[config.mk]
export PLATFORM = sky130hd
export DESIGN_NAME = csr_trap_ctrl
export DESIGN_NICKNAME = d
export VERILOG_FILES = /design/src/rtl/csr_trap_ctrl_pkg.sv /design/src/rtl/csr_trap_vec.sv /design/src/rtl/csr_trap_ctrl.sv
export SDC_FILE = /design/constraint.sdc
export NUM_CORES = 1
export LEC_CHECK = 0
export ABC_AREA = 1
export BUFFER_PORTS_ARGS = -buffer_cell sky130_fd_sc_hd__buf_4
export CORE_UTILIZATION = 40
export DETAILED_ROUTE_END_ITERATION = 10
export PLACE_DENSITY = 0.75
export REMOVE_ABC_BUFFERS = 1
export SETUP_SLACK_MARGIN = 0.5
export SYNTH_ARGS = -nofsm -noshare
export SYNTH_HDL_FRONTEND = slang
export SYNTH_SLANG_ARGS = --single-unit
[constraint.sdc]
create_clock -name clk -period 4.3 [get_ports clk]
set_input_delay 1.29 -clock clk [delete_from_list [all_inputs] [get_ports clk]]
set_output_delay 1.29 -clock clk [all_outputs]
set_load 0.01 [all_outputs]
[src/rtl/csr_trap_ctrl_pkg.sv]
`default_nettype none
// ============================================================================
// Module      : csr_trap_ctrl_pkg
// Description : Shared CSR addresses, mstatus bit positions and the state
//               encoding for the trap/MRET sequencer.
// Revision    : 1.0 - initial release
// ============================================================================
package csr_trap_ctrl_pkg;

    // Write-port idle code; shares its value with the existing mdisable code
    localparam logic [11:0] CSR_NOP     = 12'hFFF;
    localparam logic [11:0] CSR_MSTATUS = 12'h300;
    localparam logic [11:0] CSR_MTVEC   = 12'h305;
    localparam logic [11:0] CSR_MEPC    = 12'h341;
    localparam logic [11:0] CSR_MCAUSE  = 12'h342;
    localparam logic [11:0] CSR_MTVAL   = 12'h343;

    localparam int MSTATUS_MIE    = 3;
    localparam int MSTATUS_MPIE   = 7;
    localparam int MSTATUS_MPP_LO = 11;
    localparam int MSTATUS_MPP_HI = 12;

    localparam logic [2:0] S_IDLE     = 3'd0;
    localparam logic [2:0] S_T_EPC    = 3'd1;
    localparam logic [2:0] S_T_CAUSE  = 3'd2;
    localparam logic [2:0] S_T_TVAL   = 3'd3;
    localparam logic [2:0] S_T_STATUS = 3'd4;
    localparam logic [2:0] S_T_JUMP   = 3'd5;
    localparam logic [2:0] S_R_STATUS = 3'd6;
    localparam logic [2:0] S_R_JUMP   = 3'd7;

endpackage : csr_trap_ctrl_pkg
`default_nettype wire

[src/rtl/csr_trap_vec.sv]
`default_nettype none
// ============================================================================
// Module      : csr_trap_vec
// Description : Trap redirect target: direct base, or base + 4*cause for
//               interrupts when mtvec selects vectored mode.
// Revision    : 1.0 - initial release
// ============================================================================
module csr_trap_vec #(
    parameter int XLEN = 32
) (
    input  logic [XLEN-1:0] i_mtvec,
    input  logic            i_cause_int,
    input  logic [XLEN-3:0] i_cause_code,
    output logic [XLEN-1:0] o_target
);

    logic [XLEN-1:0] w_base;
    logic            w_vectored;

    assign w_base     = {i_mtvec[XLEN-1:2], 2'b00};
    // Modes 2'b10 and 2'b11 are reserved and fall back to direct
    assign w_vectored = (i_mtvec[1:0] == 2'b01) && i_cause_int;
    assign o_target   = w_vectored ? (w_base + {i_cause_code, 2'b00}) : w_base;

endmodule : csr_trap_vec
`default_nettype wire

[src/rtl/csr_trap_ctrl.sv]
`default_nettype none
// ============================================================================
// Module      : csr_trap_ctrl
// Description : Arbitrates the CSR write port between executrol writes and the
//               trap-entry / MRET sequences; emits a one-cycle PC redirect.
//               Optional mtval write enabled by CSR_TRAP_TVAL_EN.
// Revision    : 1.0 - initial release
// ============================================================================
module csr_trap_ctrl
    import csr_trap_ctrl_pkg::*;
#(
    parameter int XLEN   = 32,
    parameter int CSR_AW = 12
) (
    input  logic              clk,
    input  logic              rst,
    input  logic              exe_csr_wen,
    input  logic [CSR_AW-1:0] exe_csr_waddr,
    input  logic [XLEN-1:0]   exe_csr_wdata,
    output logic              exe_ready_o,
    input  logic              trap_req,
    input  logic [XLEN-1:0]   trap_cause,
    input  logic [XLEN-1:0]   trap_pc,
    input  logic [XLEN-1:0]   trap_tval,
    input  logic              mret_req,
    output logic              trap_ack_o,
    input  logic [XLEN-1:0]   mstatus_i,
    input  logic [XLEN-1:0]   mtvec_i,
    input  logic [XLEN-1:0]   mepc_i,
    output logic [CSR_AW-1:0] csr_waddr_o,
    output logic [XLEN-1:0]   csr_wdata_o,
    output logic              busy_o,
    output logic              redirect_valid_o,
    output logic [XLEN-1:0]   redirect_pc_o
);

    logic [2:0]        r_state;
    logic [2:0]        w_state_nxt;
    logic [XLEN-1:0]   r_pc;
    logic [XLEN-1:0]   r_cause;
    logic              r_pend_vld;
    logic [CSR_AW-1:0] r_pend_addr;
    logic [XLEN-1:0]   r_pend_data;
    logic              w_idle;
    logic              w_trap_acc;
    logic [XLEN-1:0]   w_mstatus_trap;
    logic [XLEN-1:0]   w_mstatus_mret;
    logic [XLEN-1:0]   w_vec_target;

    assign w_idle      = (r_state == S_IDLE);
    assign trap_ack_o  = w_idle & (trap_req | mret_req) & ~rst;
    assign exe_ready_o = w_idle & ~trap_req & ~mret_req & ~rst;
    assign w_trap_acc  = trap_ack_o & trap_req;

`ifdef CSR_TRAP_TVAL_EN
    logic [XLEN-1:0] r_tval;

    always_ff @(posedge clk) begin
        if (rst) begin
            r_tval <= '0;
        end else if (w_trap_acc) begin
            r_tval <= trap_tval;
        end
    end
`else
    logic w_unused_tval;
    assign w_unused_tval = ^trap_tval;
`endif

    always_ff @(posedge clk) begin
        if (rst) begin
            r_pc    <= '0;
            r_cause <= '0;
        end else if (w_trap_acc) begin
            r_pc    <= trap_pc;
            r_cause <= trap_cause;
        end
    end

    // Pending slot lives exactly one cycle after acceptance
    always_ff @(posedge clk) begin
        if (rst) begin
            r_pend_vld  <= 1'b0;
            r_pend_addr <= '0;
            r_pend_data <= '0;
        end else begin
            r_pend_vld <= exe_ready_o & exe_csr_wen;
            if (exe_ready_o & exe_csr_wen) begin
                r_pend_addr <= exe_csr_waddr;
                r_pend_data <= exe_csr_wdata;
            end
        end
    end

    always_ff @(posedge clk) begin
        if (rst) begin
            r_state <= S_IDLE;
        end else begin
            r_state <= w_state_nxt;
        end
    end

    always_comb begin
        w_state_nxt = r_state;
        case (r_state)
            S_IDLE: begin
                if (trap_req) begin
                    w_state_nxt = S_T_EPC;
                end else if (mret_req) begin
                    w_state_nxt = S_R_STATUS;
                end
            end
            S_T_EPC:    w_state_nxt = S_T_CAUSE;
`ifdef CSR_TRAP_TVAL_EN
            S_T_CAUSE:  w_state_nxt = S_T_TVAL;
            S_T_TVAL:   w_state_nxt = S_T_STATUS;
`else
            S_T_CAUSE:  w_state_nxt = S_T_STATUS;
`endif
            S_T_STATUS: w_state_nxt = S_T_JUMP;
            S_T_JUMP:   w_state_nxt = S_IDLE;
            S_R_STATUS: w_state_nxt = S_R_JUMP;
            S_R_JUMP:   w_state_nxt = S_IDLE;
            default:    w_state_nxt = S_IDLE;
        endcase
    end

    always_comb begin
        w_mstatus_trap = mstatus_i;
        w_mstatus_trap[MSTATUS_MPIE] = mstatus_i[MSTATUS_MIE];
        w_mstatus_trap[MSTATUS_MIE]  = 1'b0;
        w_mstatus_trap[MSTATUS_MPP_HI:MSTATUS_MPP_LO] = 2'b11;
    end

    always_comb begin
        w_mstatus_mret = mstatus_i;
        w_mstatus_mret[MSTATUS_MIE]  = mstatus_i[MSTATUS_MPIE];
        w_mstatus_mret[MSTATUS_MPIE] = 1'b1;
        w_mstatus_mret[MSTATUS_MPP_HI:MSTATUS_MPP_LO] = 2'b11;
    end

    csr_trap_vec #(
        .XLEN (XLEN)
    ) u_vec (
        .i_mtvec      (mtvec_i),
        .i_cause_int  (r_cause[XLEN-1]),
        .i_cause_code (r_cause[XLEN-3:0]),
        .o_target     (w_vec_target)
    );

    always_comb begin
        csr_waddr_o      = CSR_AW'(CSR_NOP);
        csr_wdata_o      = '0;
        redirect_valid_o = 1'b0;
        redirect_pc_o    = '0;
        busy_o           = ~w_idle;
        case (r_state)
            S_IDLE: begin
                if (r_pend_vld) begin
                    csr_waddr_o = r_pend_addr;
                    csr_wdata_o = r_pend_data;
                end
            end
            S_T_EPC: begin
                csr_waddr_o = CSR_AW'(CSR_MEPC);
                csr_wdata_o = {r_pc[XLEN-1:2], 2'b00};
            end
            S_T_CAUSE: begin
                csr_waddr_o = CSR_AW'(CSR_MCAUSE);
                csr_wdata_o = r_cause;
            end
`ifdef CSR_TRAP_TVAL_EN
            S_T_TVAL: begin
                csr_waddr_o = CSR_AW'(CSR_MTVAL);
                csr_wdata_o = r_tval;
            end
`endif
            S_T_STATUS: begin
                csr_waddr_o = CSR_AW'(CSR_MSTATUS);
                csr_wdata_o = w_mstatus_trap;
            end
            S_T_JUMP: begin
                redirect_valid_o = 1'b1;
                redirect_pc_o    = w_vec_target;
            end
            S_R_STATUS: begin
                csr_waddr_o = CSR_AW'(CSR_MSTATUS);
                csr_wdata_o = w_mstatus_mret;
            end
            S_R_JUMP: begin
                redirect_valid_o = 1'b1;
                redirect_pc_o    = mepc_i;
            end
            default: ;
        endcase
    end

endmodule : csr_trap_ctrl
`default_nettype wire

==> flow_summary.yaml <==
outcome:
  status: "finished clean"
place:
  dpl.cell_count: 1714
  dpl_cell_area_um2: 9890
  place.gp.congestion: 0.878
  port_buffers: 284
  place_hpwl_um: 19900
drt:
  drc: 0
  wl_per_cell_um: 16.1
  via_per_inst: 5.14
  drtPass1Iterations: 7
  drtAntennaViolNets: 0
  drt_iter0_drc: 504
  wl_um: 28200
  vias: 8983
synth:
  avgSynthCellArea_um2: 6.12
  ys_seq_area_share_pct: 29.2
  yosys.cell_types.count: 38
  netlist_area_um2: 7540
  yosys_warnings: 0
  ys_ff_latch: 110
  syn-instance-count: 1233
grt:
  grt_max_degree: 71
  grt_pass1_wl_um: 42300
  grt_usage_pct: 27.4
  grt.overflow.total: 0
  antenna_found_initial: 0
  grt_pass1_vias: 8481
critical_path:
  crit_path_start_kind: "input port"
  endpoint_kind: "output pin"
  reg2regPathDepth: 7
  arrival_ns: 2.91
  crit_type: "input port to output pin"
  critical_path_required_ns: 3.01
  cp_max_fo: 5
final_layout:
  final_cell_mix: "nand2_1 (400), buf_4 (307), inv_1 (153), dfxtp_1 (110), nor2_1 (73)"
  stdcell_area_um2: 11500
  utilization_pct: 63.1
  layoutNonFillerInstCount: 1749
  fin_nets: 1786
  antenna_cells: 0
  layout_commonest_cell: "nand2_1"
  drive_above_1_share_pct: 35.1
  syn_to_final_growth_pct: 52.2
clocking:
  clk_pin_slew_ns: 0.07
  clock_sinks: 110
  clock_path_buffers: 2
  clock_latency_ns: 0.35
  numCtsBuffers: 9
  cts-root-buf: "clkbuf_16"
  cts_tree: "done"
  cts-htree-levels: 3
floorplanning:
  core_area_um2: 18200
  dieArea_um2: 19400
  ios: 321
  start_util_pct: 41.4
  die_h_um: 139
  dieWidth_um: 139
  row_count: 49
worst_hold_path:
  hold_path.class: "flip-flop to flip-flop"
  holdPathStages: 2
timing:
  grt_setup_unrepaired: "true"
  period_share_pct: 97.7
  fin_hold_ws_ns: 0.467
  slew_headroom_pct: 36.1
  hold_viol_final: 0
  setup_viol: 0
  finClkSkew_ns: 0.00700
  fmax_mhz: 238
  drv_slew: 0
  post-route-min-period_ns: 4.20
  worst_pin_slew_ns: 0.958
  tns_ns: 0
power:
  peakVddDrop_mv: 0.239
  leakagePower_nw: 5.33
  powerDensity_nw_per_um2: 305
flow_run:
  maxCapViolations: 0
-- area by class of cell --
class	instances	area [µm²]
Timing Repair Buffer	330	2580
Sequential cell	110	2200
Fill cell	1632	6730
Clock inverter	4	52.6
Clock buffer	12	267
Inverter	165	622
Tap cell	229	287
Multi-Input combinational cell	899	5470
-- final timing paths --
| kind | from | end | slack (ns) |
|---|---|---|---|
| worst max-delay path | mtvec_i[2] | redirect_pc_o[10] | 0.10 |
| worst max register to register | r_state[0] | r_pc[24] | 2.28 |
| worst min-delay path | r_pend_data[8] | r_pend_data[8] | 0.47 |
| worst min register to register | r_pend_data[8] | r_pend_data[8] | 0.47 |
-- layer usage --
metal / global-route usage, % / vias up / wire length, µm
li1: - / 4509 / -
met1: 32.6 / 4104 / 11500
met2: 48.9 / 313 / 14000
met3: 4.96 / 57 / 1770
met4: 10.3 / 0 / 877
met5: 0 / - / 0
-- where the power goes --
| group | internal [mW] | switching (mW) | total, mW | leakage, nW |
|---|---|---|---|---|
| registers | 1.10 | 0.0784 | 1.18 | 0.896 |
| clock network | 0.502 | 0.386 | 0.888 | 0.159 |
| logic | 0.650 | 0.785 | 1.44 | 4.27 |
-- flip-flops by register name (all words and copies together), names as in the netlist --
name	cells
r_cause	32
r_pend_addr	12
r_pend_vld	1
r_pend_data	32
r_state	3
r_pc	30
-- logic make-up (layout without fill, tap and decap cells) --
family                   count (synthesis)  in the layout  share of synthesized area (%)
adder cells (fa/ha/maj)                 30             30                           5.08
flip-flops                             110            110                           29.2
buffers and inverters                  224            511                           12.4
AO/OA/AOI/OAI                          226            226                           19.0
XOR/XNOR                                14             14                           1.63
AND/OR/NAND/NOR                        629            629                           32.8
-- critical path, stage by stage --
cell and delay [ns]:
buf_8 0.10, ha_4 0.15, fa_2 0.37, nand3_2 0.10
nand3_4 0.10, a21oi_2 0.12, buf_4 0.14, buf_4 0.11
xnor2_2 0.09, nor2_1 0.05, o21ai_1 0.14, buf_4 0.13
-- synthesized netlist by cell type --
library cell | n | area (µm²)
a21o_1 | 1 | 7.51
a21oi_1 | 36 | 180
a221oi_1 | 1 | 8.76
a22oi_1 | 9 | 67.6
a31oi_1 | 1 | 6.26
and2_1 | 4 | 25.0
buf_1 | 1 | 3.75
buf_2 | 13 | 65.1
buf_4 | 2 | 15.0
buf_6 | 9 | 101
clkbuf_1 | 34 | 128
clkinv_1 | 1 | 3.75
dfxtp_1 | 110 | 2200
fa_1 | 1 | 20.0
ha_1 | 29 | 363
inv_1 | 163 | 612
inv_2 | 1 | 3.75
nand2_1 | 472 | 1770
nand2_4 | 1 | 11.3
nand3_1 | 42 | 210
nand3b_1 | 1 | 7.51
nand4_1 | 3 | 18.8
nor2_1 | 99 | 372
nor2_2 | 1 | 6.26
nor2_4 | 1 | 11.3
nor3_1 | 3 | 15.0
nor3_2 | 1 | 10.0
nor3b_2 | 1 | 12.5
o2111ai_1 | 18 | 158
o211ai_1 | 4 | 30.0
o21ai_0 | 66 | 330
o21ai_1 | 17 | 85.1
o21bai_1 | 5 | 37.5
o221ai_1 | 10 | 87.6
o22ai_1 | 2 | 12.5
o31ai_1 | 56 | 420
xnor2_1 | 4 | 35.0
xor2_1 | 10 | 87.6
-- per-stage QoR --
stage	total power [mW]	setup WS, ns
after floorplan	1.78	-0.572
after global routing	3.68	0.00988
final	3.51	0.101
after CTS	3.34	0.0568
after global placement	2.33	-0.164
after detailed placement	2.35	-0.158
-- what timing repair did --
item,CTS,global route
hold buffers,0,0
buffers inserted,4,15
cloned,0,0
endpoints found under the setup margin,28,29
resized for setup,102,162
pin swaps,17,90
No activity file was read; power rests on OpenSTA's default activity.
